--- src/rtl/wb_commit.sv ---
// Write-back commit unit: merges ALU and load results into an in-order queue,
// drains one entry per cycle into the register-file write port, and answers
// ID forwarding queries against everything still in flight.
module wb_commit #(
    parameter int DEPTH = 4
) (
    input  logic        clk,
    input  logic        rst,
    input  logic        alu_valid,
    input  logic [4:0]  alu_addr,
    input  logic [31:0] alu_data,
    input  logic        mem_valid,
    input  logic [4:0]  mem_addr,
    input  logic [31:0] mem_data,
    output logic        in_ready,
    output logic        we,
    output logic [4:0]  wb_addr,
    output logic [31:0] wb_data,
    input  logic [4:0]  q_addr,
    output logic        q_hit,
    output logic [31:0] q_data,
    output logic        ovf
);
    localparam int PW = $clog2(DEPTH);
    localparam int CW = PW + 1;

    logic [4:0]    addr_mem [DEPTH];
    logic [31:0]   data_mem [DEPTH];

    logic [PW-1:0] rd_ptr_q, rd_ptr_d;
    logic [PW-1:0] wr_ptr_q, wr_ptr_d;
    logic [PW-1:0] wr_ptr_p1;
    logic [CW-1:0] count_q, count_d;
    logic          we_q, we_d;
    logic [4:0]    wb_addr_q, wb_addr_d;
    logic [31:0]   wb_data_q, wb_data_d;
    logic          ovf_q, ovf_d;

    logic          mem_push, alu_push, q_nonempty, drop_alu;
    logic          enq0_v, enq1_v;
    logic [4:0]    enq0_a, enq1_a;
    logic [31:0]   enq0_d, enq1_d;

    logic [DEPTH-1:0] slot_match;
    logic [31:0]      slot_data [DEPTH];

    // Writes to register 0 are architecturally meaningless, so they never enter.
    assign mem_push   = mem_valid && (mem_addr != 5'd0);
    assign alu_push   = alu_valid && (alu_addr != 5'd0);
    assign q_nonempty = (count_q != '0);
    // Only a dual push onto a full queue can overshoot by one; the younger ALU entry loses.
    assign drop_alu   = (count_q == CW'(DEPTH)) && mem_push && alu_push;
    assign wr_ptr_p1  = wr_ptr_q + PW'(1);

    // Choose the entry to commit (queue head, else oldest incoming) and what is left to enqueue.
    always_comb begin
        enq0_v    = 1'b0;
        enq1_v    = 1'b0;
        enq0_a    = mem_addr;
        enq0_d    = mem_data;
        enq1_a    = alu_addr;
        enq1_d    = alu_data;
        we_d      = 1'b0;
        wb_addr_d = wb_addr_q;
        wb_data_d = wb_data_q;
        rd_ptr_d  = rd_ptr_q;
        ovf_d     = ovf_q | drop_alu;
        if (q_nonempty) begin
            we_d      = 1'b1;
            wb_addr_d = addr_mem[rd_ptr_q];
            wb_data_d = data_mem[rd_ptr_q];
            rd_ptr_d  = rd_ptr_q + PW'(1);
            if (mem_push) begin
                enq0_v = 1'b1;
                enq1_v = alu_push && !drop_alu;
            end else if (alu_push) begin
                enq0_v = 1'b1;
                enq0_a = alu_addr;
                enq0_d = alu_data;
            end
        end else if (mem_push) begin
            // Empty queue: the load bypasses straight to the write port, the ALU result waits.
            we_d      = 1'b1;
            wb_addr_d = mem_addr;
            wb_data_d = mem_data;
            if (alu_push) begin
                enq0_v = 1'b1;
                enq0_a = alu_addr;
                enq0_d = alu_data;
            end
        end else if (alu_push) begin
            we_d      = 1'b1;
            wb_addr_d = alu_addr;
            wb_data_d = alu_data;
        end
        wr_ptr_d = wr_ptr_q + PW'(enq0_v) + PW'(enq1_v);
        count_d  = count_q + CW'(enq0_v) + CW'(enq1_v) - CW'(q_nonempty);
    end

    // Queue storage; data needs no reset because occupancy is tracked by count.
    always_ff @(posedge clk) begin
        if (!rst && enq0_v) begin
            addr_mem[wr_ptr_q] <= enq0_a;
            data_mem[wr_ptr_q] <= enq0_d;
        end
        if (!rst && enq1_v) begin
            addr_mem[wr_ptr_p1] <= enq1_a;
            data_mem[wr_ptr_p1] <= enq1_d;
        end
    end

    // Control state and the registered write port.
    always_ff @(posedge clk or posedge rst) begin
        if (rst) begin
            rd_ptr_q  <= '0;
            wr_ptr_q  <= '0;
            count_q   <= '0;
            we_q      <= 1'b0;
            wb_addr_q <= '0;
            wb_data_q <= '0;
            ovf_q     <= 1'b0;
        end else begin
            rd_ptr_q  <= rd_ptr_d;
            wr_ptr_q  <= wr_ptr_d;
            count_q   <= count_d;
            we_q      <= we_d;
            wb_addr_q <= wb_addr_d;
            wb_data_q <= wb_data_d;
            ovf_q     <= ovf_d;
        end
    end

    // Per-slot match, indexed by age (gi = 0 is the head, higher is newer).
    for (genvar gi = 0; gi < DEPTH; gi++) begin : g_slot
        logic [PW-1:0] idx;
        assign idx             = rd_ptr_q + PW'(gi);
        assign slot_match[gi]  = (CW'(gi) < count_q) && (addr_mem[idx] == q_addr);
        assign slot_data[gi]   = data_mem[idx];
    end

    // Forwarding search: later assignments override, so sources are applied oldest first.
    always_comb begin
        q_hit  = 1'b0;
        q_data = '0;
        if (q_addr != 5'd0) begin
            if (we_q && (wb_addr_q == q_addr)) begin
                q_hit  = 1'b1;
                q_data = wb_data_q;
            end
            for (int i = 0; i < DEPTH; i++) begin
                if (slot_match[i]) begin
                    q_hit  = 1'b1;
                    q_data = slot_data[i];
                end
            end
            if (mem_valid && (mem_addr == q_addr)) begin
                q_hit  = 1'b1;
                q_data = mem_data;
            end
            if (alu_valid && (alu_addr == q_addr)) begin
                q_hit  = 1'b1;
                q_data = alu_data;
            end
        end
    end

    assign in_ready = (count_q < CW'(DEPTH));
    assign we       = we_q;
    assign wb_addr  = wb_addr_q;
    assign wb_data  = wb_data_q;
    assign ovf      = ovf_q;
endmodule

--- config.mk ---
export PLATFORM = sky130hd
export DESIGN_NAME = wb_commit
export DESIGN_NICKNAME = d
export VERILOG_FILES = /design/src/rtl/wb_commit.sv
export SDC_FILE = /design/constraint.sdc
export NUM_CORES = 1
export LEC_CHECK = 0
export BUFFER_PORTS_ARGS = -buffer_cell sky130_fd_sc_hd__buf_2
export CELL_PAD_IN_SITES_DETAIL_PLACEMENT = 0
export CELL_PAD_IN_SITES_GLOBAL_PLACEMENT = 1
export CORE_ASPECT_RATIO = 1.5
export CORE_MARGIN = 1.5
export CORE_UTILIZATION = 48
export CTS_CLUSTER_DIAMETER = 120
export DETAILED_ROUTE_END_ITERATION = 7
export PLACE_DENSITY_LB_ADDON = 0.1
export SYNTH_ARGS = -nofsm -noshare
export SYNTH_HDL_FRONTEND = slang
export SYNTH_SLANG_ARGS = --single-unit
--- constraint.sdc ---
create_clock -name clk -period 4.8 [get_ports clk]
set_input_delay 0.72 -clock clk [delete_from_list [all_inputs] [get_ports clk]]
set_output_delay 0.72 -clock clk [all_outputs]
set_load 0.05 [all_outputs]
# --- Word level (Yosys, flattened, before mapping) ---
# Memories as Yosys holds them, arrays and structs flattened.
# Cells that the tools add are included.
word_totals:
  mem_count: 2
  ram_bits: 148
  input_bits: 83
  reg_bits: 46
  output_inout_bits: 73
mem_list:
  columns: ["memory", "words", "word_bits", "read_ports", "rd_ports_with_merged_regs", "write_ports", "line", "text"]
  rows:
  - ["data_mem", 4, 32, 4, 0, 2, "28", "logic [31:0] data_mem [DEPTH];"]
  - ["addr_mem", 4, 5, 4, 0, 2, "27", "logic [4:0] addr_mem [DEPTH];"]
classes:
  bitwise_logic: 1
  reduce_logical: 21
  n_lt_le_gt_ge: 5
  eq_ne: 8
  mux: 41
  addsub: 9
op_table:
  columns: ["operator", "count"]
  rows:
  - ["32-bit two-way mux", 15]
  - ["5-bit equality test", 7]
  - ["5-bit two-way mux", 7]
  - ["1-bit two-way mux", 19]
  - ["5-bit nonzero test", 3]
  - ["1-bit logical AND", 14]
  - ["3-bit by 1-bit adder with 3-bit output", 2]
  - ["1-bit by 3-bit less-than comparator with 1-bit output (first input constant)", 2]
  - ["2-bit by 3-bit less-than comparator with 1-bit output (first input constant)", 2]
  - ["3-bit nonzero test", 2]
  - ["2-bit by 1-bit adder with 2-bit output", 2]
  - ["2-bit by 1-bit adder with 2-bit output (second input constant)", 2]
  - ["2-bit adder (second input constant)", 2]
  - ["3-bit equality test (second input constant)", 1]
  - ["3-bit less-than comparator (second input constant)", 1]
  - ["3-bit by 1-bit subtractor with 3-bit output", 1]
  - ["1-bit zero test", 2]
  - ["1-bit bitwise OR", 1]

# --- Depth between registers and ports, before layout ---
depth:
  ltp_word: 11
  depth_mapped: 12
  mapped_depth_nobuf: 8

# --- Worst setup path after synthesis ---
# OpenSTA, ideal clock, no wires.
synth_path:
  path_type: "input to register"
  startpoint: "input alu_addr[3]"
  endpoint: "memory addr_mem[3][0] (enable)"
  t_required_ns: 4.315
  path_buffers: 0
  t_arrival_ns: 4.342
  setup_slack_ns: -0.027
  stages: 7
  path_cell_list: "or4_1 > o21ai_1 > nor3_1 > inv_2 > nor2_1 > a21oi_1 > nor3b_1"
synth_lines:
  columns: ["item", "line", "text"]
  rows:
  - ["start, declared", "10", "input logic [4:0] alu_addr,"]
  - ["end, declared", "27", null]

# --- Worst setup path after layout ---
layout_path:
  startpoint: "register rd_ptr_q[0]"
  endpoint: "output q_data[3]"
layout_via:
  elab_chain_len: 10
  elab_cells_between_ends: 20
  classes_between: "add/sub (3); eq/ne (4); mux (7); reduce/logical (4); memory (2)"
layout_lines:
  columns: ["item", "line", "text"]
  rows:
  - ["start, declared", "30", "logic [PW-1:0] rd_ptr_q, rd_ptr_d;"]
  - ["start signal, assigned", "123", "rd_ptr_q <= rd_ptr_d;"]
  - ["2-bit by 1-bit adder with 2-bit output or memory 4 x 5 bit (tied branches)", null, null]
  - ["memory 4 x 5 bit or 5-bit equality test (tied branches)", null, null]
  - ["5-bit equality test or 1-bit logical AND (tied branches)", "137", "assign slot_match[gi] = (CW'(gi) < count_q) && (addr_mem[idx] == q_addr);"]
  - ["1-bit logical AND or 32-bit two-way mux (tied branches)", "137, 151", null]
  - ["32-bit two-way mux (2 in series)", "151", "if (slot_match[i]) begin"]
  - ["32-bit two-way mux *", "151", null]
  - ["32-bit two-way mux *", "156", "if (mem_valid && (mem_addr == q_addr)) begin"]
  - ["32-bit two-way mux *", "160", "if (alu_valid && (alu_addr == q_addr)) begin"]
  - ["32-bit two-way mux *", "145", "if (q_addr != 5'd0) begin"]
  - ["end, declared", "21", "output logic [31:0] q_data,"]
# Every way passes the cells marked *; elsewhere a longest branch is shown, timed or not.

==> qor.csv <==
metric,value,unit
first_pass_iters,5,
grt_max_degree,125,
syn-cell-area,14500,µm²
worstPathArrival,3970,ps
gp_congestion,0.850,
place_inst,1853,
antenna_left,0,
pin_count,156,
synth_warnings,0,
relSlewSlack,41.2,%
synth_ff_type,edfxtp_1,
p_leak,6.26,nW
peakVddDrop,545,µV
die_width,145,µm
syn2layout_area_growth,11.9,%
period_needed,4690,ps
n_fill_cell,2712,
yosysUniqueCellTypes,68,
endpoint,q_data[3],
utilization,54.7,%
fin_area,16200,µm²
ctsHtreeMaxLevel,4,
fmax,213,MHz
cts_hold_buffers,0,
grt_pass1_vias,12286,
wl_per_cell,24.8,µm
initial_core_util,48.9,%
drive_gt1_share,31.6,%
overflow,0,
fin_crit_sh,97.8,%
grt_antenna_before_repair,1,
clock_sinks,194,
nNetsFinal,1567,
die_y,216,µm
synth_edf_count,148,
required,4080,ps
avgSynthCellArea,10.4,µm²
via_per_inst,6.44,
hp-class,register to register,
drt-total-wl,46800,µm
dieArea,31200,µm²
critPathCaptureType,output pin,
tightest_slew,882,ps
layout_common_cells,"mux2_2, nand2_1, buf_2",
r2r-start,count_q[2],
reg2regPathDepth,6,
path_max_fanout,28,
max-clock-path-buffers,2,
clkLatencyLatePin,470,ps
cts_made_buffers,17,
cts_tree,yes,
final_cells,1888,
start_kind,register,
synth-async-reset-ratio,23.7,%
clock-root-buffer,clkbuf_16,
ys_seq_area_share,38.7,%
finalMaxSlewViolations,0,
rows,77,
synthesis.instances,1395,
reg2reg_slack,2020,ps
hold_viol_final,0,
final_common_cell,mux2_2,
powerDensity,629,nW/µm²
crit_start,rd_ptr_q[0],
cts.clk_slew.worst_paths,70,ps
track_usage,30.4,%
grt_pass1_wl,70900,µm
drt-initial-drc-count,863,
status,"complete, no violations",
syn_nets,1483,
skew,8.34,ps
drv_cap,0,
dr_total_vias,12152,
regArea,5600,µm²
port_buffers,155,
crit_type,register to output pin,
dpl.hpwl,29100,µm
multi_input_area,8320,µm²
setup_viol,0,
ys_ff_latch,194,
reg2reg_to,count_q[1],
drc,0,
dpl-instance-area,15600,µm²
coreArea,29600,µm²
==> layer usage <==
layer	vias up	track usage (%)	wire, µm
met4	0	13.7	1640
met5	-	0	0
li1	5542	-	-
met2	459	53.1	24100
met1	6047	37.0	18500
met3	104	3.97	2540
==> state kept, by name, indices dropped and copies added, names as in the netlist <==
| name | cells |
|---|---|
| we | 1 |
| data_mem | 128 |
| wb_data | 32 |
| rd_ptr_q | 2 |
| wb_addr | 5 |
| count_q | 3 |
| ovf | 1 |
| addr_mem | 20 |
| wr_ptr_q | 2 |
==> cells in the mapped netlist (6+ instances only) <==
library cell    n  area, µm²
xnor2_1        17        149
a21oi_1        66        330
clkbuf_1       62        233
and3_1          9       56.3
o41ai_1         6       52.6
a311oi_1       29        254
inv_1          10       37.5
mux4_2         12        270
nand2_1       162        608
mux2_2        176       1980
a22oi_1        54        405
nor2_1         52        195
buf_2          54        270
o21ai_0        73        365
a31oi_1        23        144
o211ai_1       36        270
o41ai_2        21        342
xor2_1         22        193
o21a_1          6       45.0
edfxtp_1      148       4440
mux2_1          7       78.8
buf_1           6       22.5
nor3_1         11       55.1
dfrtp_1        46       1150
mux2i_1       145       1450
nor4_1         26        163
nand3_1        47        235
==> timing repair <==
item / 4_1_cts / 5_1_grt
buffers inserted: 0 / 1
setup endpoints to repair: 0 / 8
resized for setup: 0 / 3
==> power breakdown <==
part,leakage [nW],internal [mW],total (mW),switching (mW)
logic,4.12,2.01,6.01,4.00
registers,1.88,2.38,2.79,0.407
clock network,0.258,0.687,1.38,0.692
==> cell type report <==
class | instances | share of cell area (%)
diodes | 1 | 0.0155
well taps | 395 | 3.06
clock inverters | 13 | 0.549
multi-input cells | 1061 | 51.5
repair buffers | 194 | 7.22
flip-flops and latches | 194 | 34.6
inverters | 11 | 0.255
clock buffers | 19 | 2.80
==> cell families after synthesis <==
kind of cell	synth area share, %
fa+ha+maj	0.588
buf+inv	4.57
flops	38.7
compound gates	17.4
simple gates	10.2
mux	26.2
xor+xnor	2.36
==> metrics by stage <==
step	hold WS [ps]	total power [mW]	setup slack, ps	TNS (ps)
after global routing	493	10.7	-0.341	-0.341
after floorplan	529	7.20	29.6	0
after detailed placement	453	8.74	518	0
after CTS	471	10.1	5.11	0
final	475	10.2	108	0
after global placement	453	8.68	516	0
==> worst min path at each step <==
stage / startpoint / endpoint / slack (ps) / cells past startpoint
floorplan: count_q[2] / ovf / 530 / 1
global placement: ovf / ovf / 450 / 1
detailed placement: ovf / ovf / 450 / 1
CTS: ovf / ovf / 470 / 1
global route: ovf / ovf / 490 / 1
finish: ovf / ovf / 470 / 1
==> worst max-delay path: stages, from the launching register on <==
cell and delay, ps:
dfrtp_4 580, buf_4 300, mux4_2 340, xnor2_1 160, nand2_1 90, or3_4 570, nand3_4 430, a21oi_1 80
o41ai_1 550, buf_2 370
No activity file was read; power rests on OpenSTA's default activity.
